$ cat src/rtl/buffer_filler.sv
// buffer_filler: fetches 32-bit words over a req/valid handshake and fills/refills the 8x8 byte buffer.
// Build option FILLER_BYTE_SWAP_EN: byte-reverse every word written to the buffer.
module buffer_filler #(
   parameter int unsigned ADDR_W      = 16,
   parameter int unsigned REFILL_ADDR = 60
) (
   input  logic              clk,
   input  logic              rst,
   input  logic              start,
   input  logic [ADDR_W-1:0] base_addr,
   input  logic              shift_req,
   output logic              mem_rd_req,
   output logic [ADDR_W-1:0] mem_addr,
   input  logic              mem_rd_valid,
   input  logic [31:0]       mem_rd_data,
   output logic              buf_wr_en,
   output logic [5:0]        buf_wr_addr,
   output logic [31:0]       buf_wr_data,
   output logic              buf_shift_en,
   output logic              ready,
   output logic              done
);

   localparam logic [2:0] IDLE       = 3'd0;
   localparam logic [2:0] FILL_REQ   = 3'd1;
   localparam logic [2:0] FILL_WR    = 3'd2;
   localparam logic [2:0] READY_ST   = 3'd3;
   localparam logic [2:0] SHIFT      = 3'd4;
   localparam logic [2:0] REFILL_REQ = 3'd5;
   localparam logic [2:0] REFILL_WR  = 3'd6;

   logic [2:0]        state, state_d;
   logic [ADDR_W-1:0] ptr, ptr_d;
   logic [3:0]        k, k_d;

   logic              mem_rd_req_d, buf_wr_en_d, buf_shift_en_d, ready_d, done_d;
   logic [ADDR_W-1:0] mem_addr_d;
   logic [5:0]        buf_wr_addr_d;
   logic [31:0]       buf_wr_data_d;

   logic              accept;
   logic [31:0]       wr_word;

   assign accept = mem_rd_req & mem_rd_valid;

`ifdef FILLER_BYTE_SWAP_EN
   assign wr_word = {mem_rd_data[7:0], mem_rd_data[15:8], mem_rd_data[23:16], mem_rd_data[31:24]};
`else
   assign wr_word = mem_rd_data;
`endif

   // Next state plus next value of every registered output; the returned word is captured straight into buf_wr_data.
   always_comb begin
      state_d        = state;
      ptr_d          = ptr;
      k_d            = k;
      mem_rd_req_d   = 1'b0;
      mem_addr_d     = mem_addr;
      buf_wr_en_d    = 1'b0;
      buf_wr_addr_d  = buf_wr_addr;
      buf_wr_data_d  = buf_wr_data;
      buf_shift_en_d = 1'b0;
      ready_d        = 1'b0;
      done_d         = 1'b0;

      case (state)
         IDLE: begin
            if (start) begin
               ptr_d        = base_addr;
               k_d          = 4'd0;
               state_d      = FILL_REQ;
               mem_rd_req_d = 1'b1;
               mem_addr_d   = base_addr;
            end
         end
         FILL_REQ: begin
            if (accept) begin
               ptr_d         = ptr + ADDR_W'(1);
               state_d       = FILL_WR;
               buf_wr_en_d   = 1'b1;
               buf_wr_addr_d = {k, 2'b00};
               buf_wr_data_d = wr_word;
               done_d        = (k == 4'd15);
            end else begin
               mem_rd_req_d = 1'b1;
            end
         end
         FILL_WR: begin
            if (k == 4'd15) begin
               state_d = READY_ST;
               ready_d = 1'b1;
            end else begin
               k_d          = k + 4'd1;
               state_d      = FILL_REQ;
               mem_rd_req_d = 1'b1;
               mem_addr_d   = ptr;
            end
         end
         READY_ST: begin
            if (shift_req) begin
               state_d        = SHIFT;
               buf_shift_en_d = 1'b1;
            end else begin
               ready_d = 1'b1;
            end
         end
         SHIFT: begin
            state_d      = REFILL_REQ;
            mem_rd_req_d = 1'b1;
            mem_addr_d   = ptr;
         end
         REFILL_REQ: begin
            if (accept) begin
               ptr_d         = ptr + ADDR_W'(1);
               state_d       = REFILL_WR;
               buf_wr_en_d   = 1'b1;
               buf_wr_addr_d = 6'(REFILL_ADDR);
               buf_wr_data_d = wr_word;
               done_d        = 1'b1;
            end else begin
               mem_rd_req_d = 1'b1;
            end
         end
         REFILL_WR: begin
            state_d = READY_ST;
            ready_d = 1'b1;
         end
         default: begin
            state_d = IDLE;
         end
      endcase
   end

   // State and output registers.
   always_ff @(posedge clk) begin
      if (rst) begin
         state        <= IDLE;
         ptr          <= '0;
         k            <= '0;
         mem_rd_req   <= 1'b0;
         mem_addr     <= '0;
         buf_wr_en    <= 1'b0;
         buf_wr_addr  <= '0;
         buf_wr_data  <= '0;
         buf_shift_en <= 1'b0;
         ready        <= 1'b0;
         done         <= 1'b0;
      end else begin
         state        <= state_d;
         ptr          <= ptr_d;
         k            <= k_d;
         mem_rd_req   <= mem_rd_req_d;
         mem_addr     <= mem_addr_d;
         buf_wr_en    <= buf_wr_en_d;
         buf_wr_addr  <= buf_wr_addr_d;
         buf_wr_data  <= buf_wr_data_d;
         buf_shift_en <= buf_shift_en_d;
         ready        <= ready_d;
         done         <= done_d;
      end
   end

endmodule

$ cat config.mk
export PLATFORM = sky130hd
export DESIGN_NAME = buffer_filler
export DESIGN_NICKNAME = d
export VERILOG_FILES = /design/src/rtl/buffer_filler.sv
export SDC_FILE = /design/constraint.sdc
export NUM_CORES = 1
export LEC_CHECK = 0
export BUFFER_PORTS_ARGS = -buffer_cell sky130_fd_sc_hd__buf_2
export CORE_MARGIN = 2
export CORE_UTILIZATION = 40
export DETAILED_ROUTE_END_ITERATION = 12
export GPL_TIMING_DRIVEN = 1
export PLACE_DENSITY_LB_ADDON = 0.15
export SYNTH_ARGS = -nofsm -noshare
export SYNTH_HDL_FRONTEND = slang
export SYNTH_SLANG_ARGS = --single-unit
$ cat constraint.sdc
create_clock -name clk -period 4.9 [get_ports clk]
set_input_delay 0.735 -clock clk [delete_from_list [all_inputs] [get_ports clk]]
set_output_delay 0.735 -clock clk [all_outputs]
set_load 0.01 [all_outputs]
Word-level counts from Yosys, hierarchy flattened

Index checks and enable logic that the tools add are counted.

Word-level logic and storage cells: 71
Flip-flop bits (word level): 82
Bits of input ports: 53
Output and inout port bits: 59

Equal/unequal tests: 13
$add $sub $neg: 2
Bitwise operators: 3
Reductions and logical operators: 14
Muxes and demuxes: 28

Operators with widths:

| cell                                                | count |
|---|---|
| 2-to-1 mux 16 bit                                   | 3 |
| case mux 16 bit (3 select lines)                    | 1 |
| case mux 16 bit (2 select lines)                    | 1 |
| case mux 3 bit (7 select lines)                     | 1 |
| adder 16 x 1 -> 16 bit, second input constant       | 1 |
| 2-to-1 mux 3 bit                                    | 4 |
| 2-to-1 mux 6 bit                                    | 2 |
| case mux 6 bit (2 select lines)                     | 1 |
| AND reduction 3 bit                                 | 4 |
| != test 2 bit, second input constant                | 5 |
| equality test 3 bit, second input constant          | 3 |
| 2-to-1 mux 1 bit                                    | 8 |
| 2-to-1 mux 4 bit                                    | 2 |
| case mux 4 bit (2 select lines)                     | 1 |
| equality test 3 x 2 -> 1 bit, second input constant | 2 |
| nonzero test 2 bit                                  | 3 |
| OR reduction 2 bit                                  | 3 |
| adder 4 x 1 -> 4 bit, second input constant         | 1 |
| equality test 4 bit, second input constant          | 1 |
| case mux 1 bit (4 select lines)                     | 1 |
| AND reduction 4 bit                                 | 1 |
| equality test 3 x 1 -> 1 bit, second input constant | 1 |
| logical NOT 3 bit                                   | 1 |
| case mux 1 bit (3 select lines)                     | 1 |
| 7 further kinds                                     | 8 |

Longest topological paths before layout

Gate-level depths: netlist (run 1).

Word-level depth: 4
Mapped depth: 7
Mapped depth without buffers: 5

Least setup slack after synthesis (run 1)

No wires, ideal clock.

Path type: input to register
Start point: in start
End point: reg ptr[1]
Required time: 4.812 ns
Slack: 3.177 ns
Arrival time: 1.635 ns
Cell stages on the path: 5
Path through: nor4b_4 > or2b_4 > buf_6 > nor2_2 > a311oi_2

Longest elaborated chain between the ends: 2

Ends and longest elaborated chain:

| what                                 | RTL line | source |
|---|---|---|
| start, declared                      | 9        | `input logic start,` |
| != test 2 bit (no source line)       | n/a      |  |
| AND reduction 3 bit (no source line) | n/a      |  |
| end signal, assigned                 | 150      | `ptr <= ptr_d;` |
| end, declared                        | 33       | `logic [ADDR_W-1:0] ptr, ptr_d;` |

No other way between the ends.
A chain may end at the register's enable or synchronous reset.

Worst setup path in the final report (run 1)

Start point: reg state[0]
End point: reg ptr[13]

Longest elaborated chain between the ends: 4

Ends and longest elaborated chain:

| what                                                                                 | RTL line | source |
|---|---|---|
| start, declared                                                                      | 32       | `logic [2:0] state, state_d;` |
| start signal, assigned                                                               | 149      | `state <= state_d;` |
| equality test 3 bit / equality test 3 x 1 -> 1 bit (equally long branches)           | 66       | `case (state)` |
| OR reduction 2 bit (no source line)                                                  | n/a      |  |
| != test 2 x 1 -> 1 bit (no source line) / nonzero test 2 bit (equally long branches) | n/a      |  |
| AND reduction 3 bit (no source line)                                                 | n/a      |  |

Several ways; a longest one is shown, not always the timed one.

==> summary.md, run 1 <==
| Metric | Value |
|---|---|
| Part of the power in registers | between 40 and 50% |
| Setup tns final | 0 ns |
| Switching portion of total power | 29.0% |
| TritonCTS Buffers | 9 |
| Hold buffers post-CTS | 0 |
| Pwr/cell area | 314 nW/µm² |
| Fin nets | 602 |
| Vias | 3628 |
| GRT overflow | 0 |
| I/O Buffers | 109 |
| Synth top area share | 41.3% |
| Final Cycle Share | between 40% and 50% |
| ANT cells | 0 |
| WP data required | 5.19 ns |
| Clock Sink Count | 80 |
| I/O pin total | ~110 |
| Sequential share of the synthesized area | 41.3% |
| CTS tree | built |
| Status | finished clean |
| Peak supply drop | 0.172 mV |
| Count of final setup violators | 0 |
| Routability cong. | 0.905 |
| Pre-antenna DRT Iters | 5 |
| Area contributors post-synth | dfxtp_1 41%, a21oi_1 8.3%, nand2_1 7.8% |
| Slew @ Worst Pin | 0.903 ns |
| Reg2reg setup slack | 2.54 ns |
| Worst clock skew | approximately 0.014 ns |
| Final wirelength | 10200 µm |
| Drt wl/cell | about 15 µm |
| Clk pwr share | 35.9% |
| Yosys warns | 0 |
| Number of enable flip-flop cells after synthesis | 0 |
| Die Wd | 103 µm |
| Comb pwr share | 14.5% |
| Die area | 10500 µm² |
| Crit end category | flip-flop |
| Fill count | 929 |
| Residual DRC count | 0 |
| Number of nets with antenna violations after routing | 0 |
| Critical path class | flip-flop to flip-flop |
| GR Util All Layers | 19.4% |
| First-pass GRT wire length | around 16000 µm |
| Yosys cell types | 62 |
| Post-Syn Instances | 462 |
| Area leader, netlist | dfxtp_1 |
| Clock Latency Late Sink | 0.36 ns |
| Pin count of the biggest net entering global routing | 49 |
| Fin. max-slew vios | 0 |
| Antenna violations before repair | 0 |
| Crit-path max FO | between 40 and 50 |
| Relative slew slack | 39.8% |
| Clk pin slew, worst setup/hold paths | roughly 0.09 ns |
| Resize count post-CTS | 0 |
| Seq cells post-synth | 80 |
| H-tree depth | 3 |
| Die Height | 103 µm |
| Layout cell share with drive strength beyond 1 | between 20% and 30% |
| Sw power | 0.419 mW |
| Leak pwr | 1.80 nW |
| Ys flop type | dfxtp_1 |
| Clock buffer depth | 2 |
| Core area | between 9000 and 10000 µm² |
| RSZ-0062 raised after global routing | false |
| Mean Syn Cell Area | 8.40 µm² |
| Initial drt markers | around 220 |
| Hold/Removal Path Class | flip-flop to flip-flop |
| Fin. Hold Viols | 0 |
| WP data arrival | 2.66 ns |
| # Post-CTS Setup Buffers | 0 |
| Hpwl dp | 7100 µm |
| Layout area overhead | 18.2% |
| F_max | 423 MHz |
| Via/cell ratio | 5.33 |
| Power consumption | 1.44 mW |
| Initial Util | 41.6% |
| Worst Setup Start Kind | flip-flop |
| Hold Slack | between 0.4 and 0.5 ns |
| Cell Rows | 35 |
| Mapped Area | 3880 µm² |
| Post-synth ARST share | 0% |
| Final worst path period need | 2.36 ns |
| Vias in the first global route | 3192 |
| Pint | 1.02 mW |
| Maxcap violations | 0 |
| CTS Root Buffer Type | clkbuf_8 |
## per-layer routing
layer  up-vias  share of wire (%)  global-route usage [%]
met3        16                6.9                    4.75
met2       133                 43                    27.4
li1       1836                  -                       -
met5         -                  0                       0
met1      1643                 48                    28.6
met4         0                1.9                    7.28
## synthesized netlist by cell type (3+ instances only)
library cell / count
a2111oi_1: 3
a2111oi_2: 7
xor2_1: 3
nand4_1: 8
dfxtp_1: 80
clkbuf_1: 18
inv_1: 3
a2111oi_0: 5
a21oi_1: 64
and3_1: 4
buf_2: 5
buf_6: 7
nor3_1: 31
nor2_1: 26
a31oi_1: 4
o21ai_0: 12
and2_1: 4
nor3b_2: 7
or2_2: 3
nor3b_1: 9
nor4_1: 5
nor2b_1: 3
nand2_1: 81
nand3_1: 10
buf_4: 10
a211oi_1: 3
and4_1: 4
o21ai_1: 5
## stage by stage
| step | instance area, µm² | setup WS [ns] | utilization [%] | std cells |
|---|---|---|---|---|
| finish | 4590 | 2.54 | 49.2 | 681 |
| global route | 4590 | 2.38 | 49.2 | 681 |
| CTS | 4590 | 2.54 | 49.2 | 681 |
| detailed placement | 4380 | 2.45 | 46.9 | 665 |
| global placement | 4380 | 2.50 | 46.9 | 665 |
| floorplan | 3880 | 3.18 | - | 463 |
## power groups by stage
stage          Combinational, mW  Clock [mW]  Sequential (mW)
3_3_place_gp               0.207           0            0.730
4_1_cts                    0.210       0.529            0.714
2_1_floorplan              0.142           0            0.730
5_1_grt                    0.233       0.553            0.720
6_report                   0.209       0.518            0.716
3_5_place_dp               0.209           0            0.729
## cell usage in the layout, fill, tap and decap left out, drive strengths merged, types with 15 or more instances in the layout
| master | Yosys | routed |
|---|---|---|
| nand2 | 81 | 81 |
| a21oi | 64 | 64 |
| a2111oi | 15 | 15 |
| dfxtp | 80 | 80 |
| nor3b | 16 | 16 |
| buf | 22 | 113 |
| nor2 | 28 | 28 |
| o21ai | 17 | 17 |
| nor3 | 31 | 31 |
## registers in the layout, summed over array words and instances, names as in the netlist
name,cells
mem_addr,16
k,4
done,1
buf_shift_en,1
ready,1
buf_wr_en,1
ptr,16
buf_wr_data,32
state,3
mem_rd_req,1
buf_wr_addr,4
## worst max-delay path: stages, from the launching register on
cell	delay, ns
dfxtp_2	0.37
buf_4	0.43
inv_1	0.48
or4_1	0.60
mux2_2	0.27
a31oi_1	0.12
## layout make-up
class / count / area, µm² / area share, %
Clock buffer: 10 / 138 / 3.00
Multi-Input combinational cell: 340 / 2030 / 44.2
Sequential cell: 80 / 1600 / 34.9
Timing Repair Buffer: 113 / 576 / 12.5
Tap cell: 129 / 161 / 3.52
Clock inverter: 6 / 72.6 / 1.58
Inverter: 3 / 11.3 / 0.245
## cell families after synthesis
family	share of synthesized area, %
and+or+nand+nor	28.9
AOI/OAI and AO/OA	21.1
DFF	41.3
buffers and inverters	6.64
xor gates and xnor gates	1.10
adders and majority gates	0.645
other	0.0966
muxes	0.290
## final timing paths
| path | cells past startpoint | startpoint | endpoint |
|---|---|---|---|
| worst min register to register | 2 | buf_wr_data[25] | buf_wr_data[25] |
| worst max-delay path | 5 | state[0] | ptr[13] |
| worst max register to register | 5 | state[0] | ptr[13] |
| worst min-delay path | 2 | buf_wr_data[25] | buf_wr_data[25] |
(Power assumes the default switching activity.)
==> run 2: changes to the inputs <==
--- a/config.mk
+++ b/config.mk
@@ -5,6 +5,7 @@
 export SDC_FILE = /design/constraint.sdc
 export NUM_CORES = 1
 export LEC_CHECK = 0
+export ABC_AREA = 1
 export BUFFER_PORTS_ARGS = -buffer_cell sky130_fd_sc_hd__buf_2
 export CORE_MARGIN = 2
 export CORE_UTILIZATION = 40
==> constraint.sdc (replaced) <==
create_clock -name clk -period 2.2 [get_ports clk]
set_input_delay 0.33 -clock clk [delete_from_list [all_inputs] [get_ports clk]]
set_output_delay 0.33 -clock clk [all_outputs]
set_load 0.01 [all_outputs]
==> run 2 against run 1 <==
Effect of this change:
- sequential cell count stayed put
- sequential share of layout area is 1.6 points higher
- combinational power grew to 3.0 times the previous value
- core utilization is 0.88 points higher
- worst hold slack worse by 0.24 ns
- clock-buffer cell count stayed put
==> summary.md, run 2 <==
| Metric | Value |
|---|---|
| Status | finished clean (unchanged) |
| RSZ-0062 raised after global routing | false (unchanged) |
| Routability cong. | 0.882 (was 0.905) |
| TritonCTS Buffers | 9 (unchanged) |
| Final wirelength | 9400 µm (was 10200 µm) |
| Final Cycle Share | 83.7% (was 48.2%) |
| Initial drt markers | 156 (was 223) |
| Sequential share of the synthesized area | 44.3% (was 41.3%) |
| Initial Util | 41.2% (was 41.6%) |
| Via/cell ratio | 4.82 (was 5.33) |
| Largest regs | buf_wr_data x32, mem_addr x16, ptr x16 (unchanged) |
| Synth cell count leaders | 120 x nor2_1, 85 x nand2_1, 80 x dfxtp_1 (was 81 x nand2_1, 80 x dfxtp_1, 64 x a21oi_1) |
| Met2 routed WL | 4130 µm (was 4440 µm) |
| Utilization after layout | 50.1% (was 49.2%) |
| Fin nets | 682 (was 602) |
| Area contributors post-synth | dfxtp_1 44%, nor2_1 12%, o21ai_0 9.6% (was dfxtp_1 41%, a21oi_1 8.3%, nand2_1 7.8%) |
| Fin. Hold Viols | 0 (unchanged) |
| Die Wd | 99.1 µm (was 103 µm) |
| Setup WS pre-CTS | 0.390 ns (was 2.45 ns) |
| Core area | 8760 µm² (was 9330 µm²) |
| Biggest register | buf_wr_data (unchanged) |
| Hpwl dp | 6780 µm (was 7100 µm) |
| Setup tns final | 0 ns (unchanged) |
| GRT overflow | 0 (unchanged) |
| Max layer used | met4 (unchanged) |
| WP data required | 2.45 ns (was 5.19 ns) |
| Residual DRC count | 0 (unchanged) |
| Count of final setup violators | 0 (unchanged) |
| Placed cell areas | 4200 µm² (was 4380 µm²) |
| Reg2Reg Depth | 6 (was 5) |
| Commonest non-fill, non-tap cell in the layout | nor2_1 (was buf_2) |
| Hold buffers post-CTS | 0 (unchanged) |
| Post-Syn Instances | 527 (was 462) |
| Ys flop type | dfxtp_1 (unchanged) |
| Cell with the most instances after synthesis | nor2_1 (was nand2_1) |
| Commonest non-fill, non-tap cells in the layout | 120 x nor2_1, 109 x buf_2, 85 x nand2_1, 80 x dfxtp_1, 69 x o21ai_0 (was 109 x buf_2, 81 x nand2_1, 79 x dfxtp_1, 64 x a21oi_1, 31 x nor3_1) |
| Final non-filler cell total | 740 (was 681) |
| Worst Setup Start Kind | flip-flop (unchanged) |
| Slew @ Worst Pin | 1.03 ns (was 0.903 ns) |
| Final WS setup | 0.358 ns (was 2.54 ns) |
| # placed instances | 724 (was 665) |
| Number of flip-flops in the largest register | 32 (unchanged) |
| Die area | 9810 µm² (was 10500 µm²) |
| Yosys warns | 0 (unchanged) |
| I/O Buffers | 109 (unchanged) |
| First-pass GRT wire length | 15100 µm (was 16100 µm) |
| Mean Syn Cell Area | 6.86 µm² (was 8.40 µm²) |
| Worst clock skew | 0.0100 ns (was 0.0142 ns) |
| CTS tree | built (unchanged) |
| Routed wl met3 | 694 µm (was 707 µm) |
| # Post-CTS Setup Buffers | 0 (unchanged) |
| Hold/Removal Path Class | primary input to flip-flop (was flip-flop to flip-flop) |
| Power consumption | 3.33 mW (was 1.44 mW) |
| Maxcap violations | 0 (unchanged) |
| Pre-antenna DRT Iters | 6 (was 5) |
| Synth top area share | 44.3% (was 41.3%) |
| Pin count of the biggest net entering global routing | 39 (was 49) |
| WP data arrival | 2.09 ns (was 2.66 ns) |
| Hold Slack | 0.215 ns (was 0.456 ns) |
| ANT cells | 0 (unchanged) |
| F_max | 543 MHz (was 423 MHz) |
| Critical path class | flip-flop to flip-flop (unchanged) |
| Layout area overhead | 21.4% (was 18.2%) |
| Finished Cell Area | 4390 µm² (was 4590 µm²) |
| Vias in the first global route | 3211 (was 3192) |
| Vias | 3565 (was 3628) |
| Number of nets with antenna violations after routing | 0 (unchanged) |
| Yosys cell types | 32 (was 62) |
| Area leader, netlist | dfxtp_1 (unchanged) |
| Resize count post-CTS | 0 (unchanged) |
| Clock buffer depth | 2 (unchanged) |
| Seq cells post-synth | 80 (unchanged) |
| Drt wl/cell | 12.7 µm (was 15.0 µm) |
| Mapped Area | 3610 µm² (was 3880 µm²) |
| Pwr/cell area | 759 nW/µm² (was 314 nW/µm²) |
| Crit-path max FO | 32 (was 43) |
| Crit end category | flip-flop (unchanged) |
| Cell Rows | 34 (was 35) |
| GR Util All Layers | 19.0% (was 19.4%) |
| Die Height | 99.1 µm (was 103 µm) |
| Layout cell share with drive strength beyond 1 | 23.6% (was 29.0%) |
| Antenna violations before repair | 0 (unchanged) |
| Clock Sink Count | 80 (unchanged) |
| Clock Latency Late Sink | 0.36 ns (about the same) |
| Leak pwr | 1.98 nW (was 1.80 nW) |
| Fill count | 915 (was 929) |
| Peak supply drop | 0.324 mV (was 0.172 mV) |
| I/O pin total | 112 (unchanged) |
| Final worst path period need | 1.84 ns (was 2.36 ns) |
| H-tree depth | 3 (unchanged) |
| Clk pin slew, worst setup/hold paths | 0.09 ns (about the same) |
| Met1 Routed Length | 4510 µm (was 4880 µm) |
| Fin. max-slew vios | 0 (unchanged) |
| Post-synth ARST share | 0% (unchanged) |
| Relative slew slack | 31.4% (was 39.8%) |
| Worst hold path cell count | 3 (was 2) |
| Number of enable flip-flop cells after synthesis | 0 (unchanged) |
| CTS Root Buffer Type | clkbuf_8 (unchanged) |
## run 2: final timing paths
check | slack [ns] | endpoint | from
setup / recovery | 0.36 | mem_addr[8] | state[0]
hold / removal | 0.21 | buf_wr_data[23] | mem_rd_data[23]
setup reg to reg | 0.36 | mem_addr[8] | state[0]
hold reg to reg | 0.48 | buf_wr_data[10] | buf_wr_data[10]
## run 2: cell type report
| cell class | count | area [µm²] | share of cell area [%] |
|---|---|---|---|
| Sequential cell | 80 | 1600 | 36.5 |
| Multi-Input combinational cell | 374 | 1690 | 38.6 |
| Tap cell | 108 | 135 | 3.08 |
| Inverter | 47 | 179 | 4.08 |
| Clock buffer | 10 | 138 | 3.14 |
| Clock inverter | 6 | 51.3 | 1.17 |
| Timing Repair Buffer | 115 | 591 | 13.5 |
## run 2: cell families after synthesis
family                   synth area share (%)
other                                   0.104
AND/OR/NAND/NOR                          27.2
AO/OA/AOI/OAI                            18.7
buffers and inverters                    9.00
flip-flops                               44.3
adder cells (fa/ha/maj)                 0.692
## run 2: power by group
group,internal [mW],switching (mW)
clock,0.454,0.586
sequential,1.57,0.0920
combinational,0.239,0.393
total,2.26,1.07
## run 2: worst max-delay path, stage by stage (launching register included)
cell     delay (ns)
dfxtp_1        0.36
inv_2          0.09
nand2_2        0.05
o21ai_2        0.78
o21ai_0        0.21
o21ai_1        0.18
nor2_1         0.05
## run 2: layer usage
layer | global-route usage (%) | vias up
met2 | 29.8 | 113
met3 | 4.54 | 4
met5 | 0 | -
met4 | 6.74 | 0
li1 | - | 1886
met1 | 25.5 | 1562
==> run 3: changes to the inputs <==
==> constraint.sdc (replaced) <==
create_clock -name clk -period 1.7 [get_ports clk]
set_input_delay 0.255 -clock clk [delete_from_list [all_inputs] [get_ports clk]]
set_output_delay 0.255 -clock clk [all_outputs]
set_load 0.01 [all_outputs]
==> run 3 against run 2 <==
Effect of this change:
- worst hold slack worse by 0.060 ns
- via count is 1.0% higher
- clock-buffer cell count is 1 lower
- sequential cell count unchanged
- clock skew down 0.0040 ns
- global-route usage about the same
- combinational power rose by 43%
- setup slack worse by 0.23 ns
- sequential power rose by 29%
- first-iteration DRC count increased by 18%
- largest power group unchanged
- highest routed layer unchanged
==> summary.md, run 3 (synthesis results as in run 2) <==
| Metric | Value |
|---|---|
| Layout area overhead | 25.6% (was 21.4%) |
| ANT cells | 0 (unchanged) |
| CTS Root Buffer Type | clkbuf_8 (unchanged) |
| CTS tree | built (unchanged) |
| Met1 Routed Length | 4490 µm (was 4510 µm) |
| Clock Sink Count | 80 (unchanged) |
| WP data required | 1.94 ns (was 2.45 ns) |
| Initial drt markers | 184 (was 156) |
| First-pass GRT wire length | 15400 µm (was 15100 µm) |
| Sw power | 1.39 mW (was 1.07 mW) |
| GRT overflow | 0 (unchanged) |
| I/O pin total | 112 (unchanged) |
| Final worst path period need | 1.57 ns (was 1.84 ns) |
| Leak pwr | 2.05 nW (was 1.98 nW) |
| Number of flip-flops in the largest register | 32 (unchanged) |
| Number of nets with antenna violations after routing | 0 (unchanged) |
| Cell Rows | 34 (unchanged) |
| Comb pwr share | 19.5% (was 19.0%) |
| Part of the power in registers | 46.1% (was 49.8%) |
| Reg2reg setup slack | 0.13 ns (was 0.36 ns) |
| Fin. Hold Viols | 0 (unchanged) |
| CP bufs+invs | 4 (was 1) |
| Count of final setup violators | 0 (unchanged) |
| Fill count | 928 (was 915) |
| Hold/Removal Path Class | primary input to flip-flop (unchanged) |
| Largest regs | buf_wr_data x32, mem_addr x16, ptr x16 (unchanged) |
| Status | finished clean (unchanged) |
| Fin nets | 687 (was 682) |
| Critical path class | flip-flop to flip-flop (unchanged) |
| Met2 routed WL | 4200 µm (was 4130 µm) |
| Most used cell, CP | nand2_1 |
| TritonCTS Buffers | 9 (unchanged) |
| Pre-antenna DRT Iters | 4 (was 6) |
| Antenna violations before repair | 0 (unchanged) |
| Crit end category | flip-flop (unchanged) |
| # placed instances | 727 (was 724) |
| Critical Path Start | k[0] (was state[0]) |
| Via/cell ratio | 4.83 (was 4.82) |
| FF-to-FF Start | k[0] (was state[0]) |
| Core area | 8760 µm² (unchanged) |
| CP delay by family, top | buffers and inverters (was compound AO/OA/AOI/OAI gates) |
| Fin. max-slew vios | 0 (unchanged) |
| Hpwl dp | 6740 µm (was 6780 µm) |
| Routability cong. | 0.825 (was 0.882) |
| Worst clock skew | 0.00600 ns (was 0.0100 ns) |
| Clk pwr share | 34.4% (was 31.2%) |
| Reg2Reg Depth | 11 (was 6) |
| RR Endpoint | mem_addr[0] (was mem_addr[8]) |
| Switching portion of total power | 30.0% (was 32.2%) |
| Initial Util | 41.2% (unchanged) |
| CP cell instances | ha_1 -> nand2_1 -> inv_1 -> nand2_1 -> nand2_2 -> inv_2 -> o21ai_4 -> buf_12 -> buf_8 -> o21ai_0 -> nor2_1 (was inv_2 -> nand2_2 -> o21ai_2 -> o21ai_0 -> o21ai_1 -> nor2_1) |
| Pint | 3.25 mW (was 2.26 mW) |
| Worst Setup Start Kind | flip-flop (unchanged) |
| Final non-filler cell total | 745 (was 740) |
| Routed wl met3 | 588 µm (was 694 µm) |
| Crit-path max FO | 7 (was 32) |
| Biggest register | buf_wr_data (unchanged) |
| Pin count of the biggest net entering global routing | 41 (was 39) |
| Clk pin slew, worst setup/hold paths | 0.09 ns (about the same) |
| Die area | 9810 µm² (unchanged) |
| Commonest non-fill, non-tap cell in the layout | nor2_1 (unchanged) |
| Clock buffer depth | 2 (unchanged) |
| Maxcap violations | 0 (unchanged) |
| Final wirelength | 9340 µm (was 9400 µm) |
| WP depth | 11 (was 6) |
| GR Util All Layers | 19.0% (about the same) |
| Utilization after layout | 51.8% (was 50.1%) |
| Layout cell share with drive strength beyond 1 | 24.5% (was 23.6%) |
| H-tree depth | 3 (unchanged) |
| Final Cycle Share | 92.3% (was 83.7%) |
| I/O Buffers | 109 (unchanged) |
| F_max | 637 MHz (was 543 MHz) |
| Worst path max stage delay | 0.34 ns (was 0.78 ns) |
| Peak supply drop | 0.529 mV (was 0.324 mV) |
| Max layer used | met4 (unchanged) |
| Pwr/cell area | 1020 nW/µm² (was 759 nW/µm²) |
| CP max stage cell | dfxtp_1 (was o21ai_2) |
| Crit path to | mem_addr[0] (was mem_addr[8]) |
| Vias in the first global route | 3224 (was 3211) |
| Vias | 3601 (was 3565) |
| Residual DRC count | 0 (unchanged) |
| Clock Latency Late Sink | 0.34 ns (was 0.36 ns) |
| Die Height | 99.1 µm (unchanged) |
| WP data arrival | 1.81 ns (was 2.09 ns) |
| Hold buffers post-CTS | 0 (unchanged) |
| Drt wl/cell | 12.5 µm (was 12.7 µm) |
| Die Wd | 99.1 µm (unchanged) |
| Commonest non-fill, non-tap cells in the layout | 119 x nor2_1, 109 x buf_2, 85 x nand2_1, 80 x dfxtp_1, 68 x o21ai_0 (was 120 x nor2_1, 109 x buf_2, 85 x nand2_1, 80 x dfxtp_1, 69 x o21ai_0) |
run 3: changes by cell type in the layout (fill, tap and decap cells not counted), sizes merged:
cell,delta
clkinvlp,-3
buf,+4
clkinv,+1
bufinv,+2
inv,+1
run 3: timing repair:
action	CTS	global route
resized for setup	0	12
setup endpoints to repair	0	18
buffers inserted	0	1
run 3: per-stage QoR:
step                      hold slack, ns  TNS [ns]  setup slack [ns]  cell area [µm²]  power [mW]
after floorplan                    0.398         0             0.270             3620        2.74
after global placement             0.459         0            0.0994             4230        3.01
after detailed placement           0.469         0            0.0442             4230        3.02
after CTS                          0.141         0            0.0217             4460        4.63
after global routing               0.152   -0.0143           -0.0143             4540        4.91
final                              0.155         0             0.131             4540        4.64
run 3: cell type report:
| cell class | count | area (µm²) | share of cell area (%) |
|---|---|---|---|
| Clock buffer | 9 | 124 | 2.73 |
| Timing Repair Buffer | 120 | 678 | 14.9 |
| Tap cell | 108 | 135 | 2.98 |
| Inverter | 47 | 186 | 4.11 |
| Sequential cell | 80 | 1600 | 35.3 |
| Clock inverter | 7 | 103 | 2.26 |
| Multi-Input combinational cell | 374 | 1710 | 37.7 |
run 3: worst register-to-register path, delay by kind of cell, from the launching register on:
family	cells	cell delay [ns]
AOI/OAI and AO/OA	2	0.22
adders and majority gates	1	0.22
buffers and inverters	4	0.41
DFF	1	0.34
and+or+nand+nor	4	0.29
run 3: power groups by stage:
stage | Sequential [mW] | Combinational [mW] | Clock (mW)
after floorplan | 2.21 | 0.521 | 0
after global placement | 2.18 | 0.834 | 0
after detailed placement | 2.18 | 0.840 | 0
after CTS | 2.14 | 0.843 | 1.65
after global routing | 2.16 | 1.02 | 1.72
final | 2.14 | 0.906 | 1.60
run 3: routing by layer:
layer | track usage (%) | vias to the layer above
met2 | 30.0 | 87
met1 | 25.9 | 1596
li1 | - | 1914
met4 | 4.85 | 0
met5 | 0 | -
met3 | 4.96 | 4
run 3: worst min-delay path by stage:
stage / startpoint / to / slack [ns] / depth (start not counted)
floorplan: shift_req / buf_shift_en / 0.40 / 2
global placement: mem_addr[15] / mem_addr[15] / 0.46 / 2
detailed placement: mem_addr[5] / mem_addr[5] / 0.47 / 2
CTS: mem_rd_data[18] / buf_wr_data[18] / 0.14 / 3
global route: mem_rd_data[22] / buf_wr_data[22] / 0.15 / 3
finish: mem_rd_data[31] / buf_wr_data[31] / 0.15 / 3
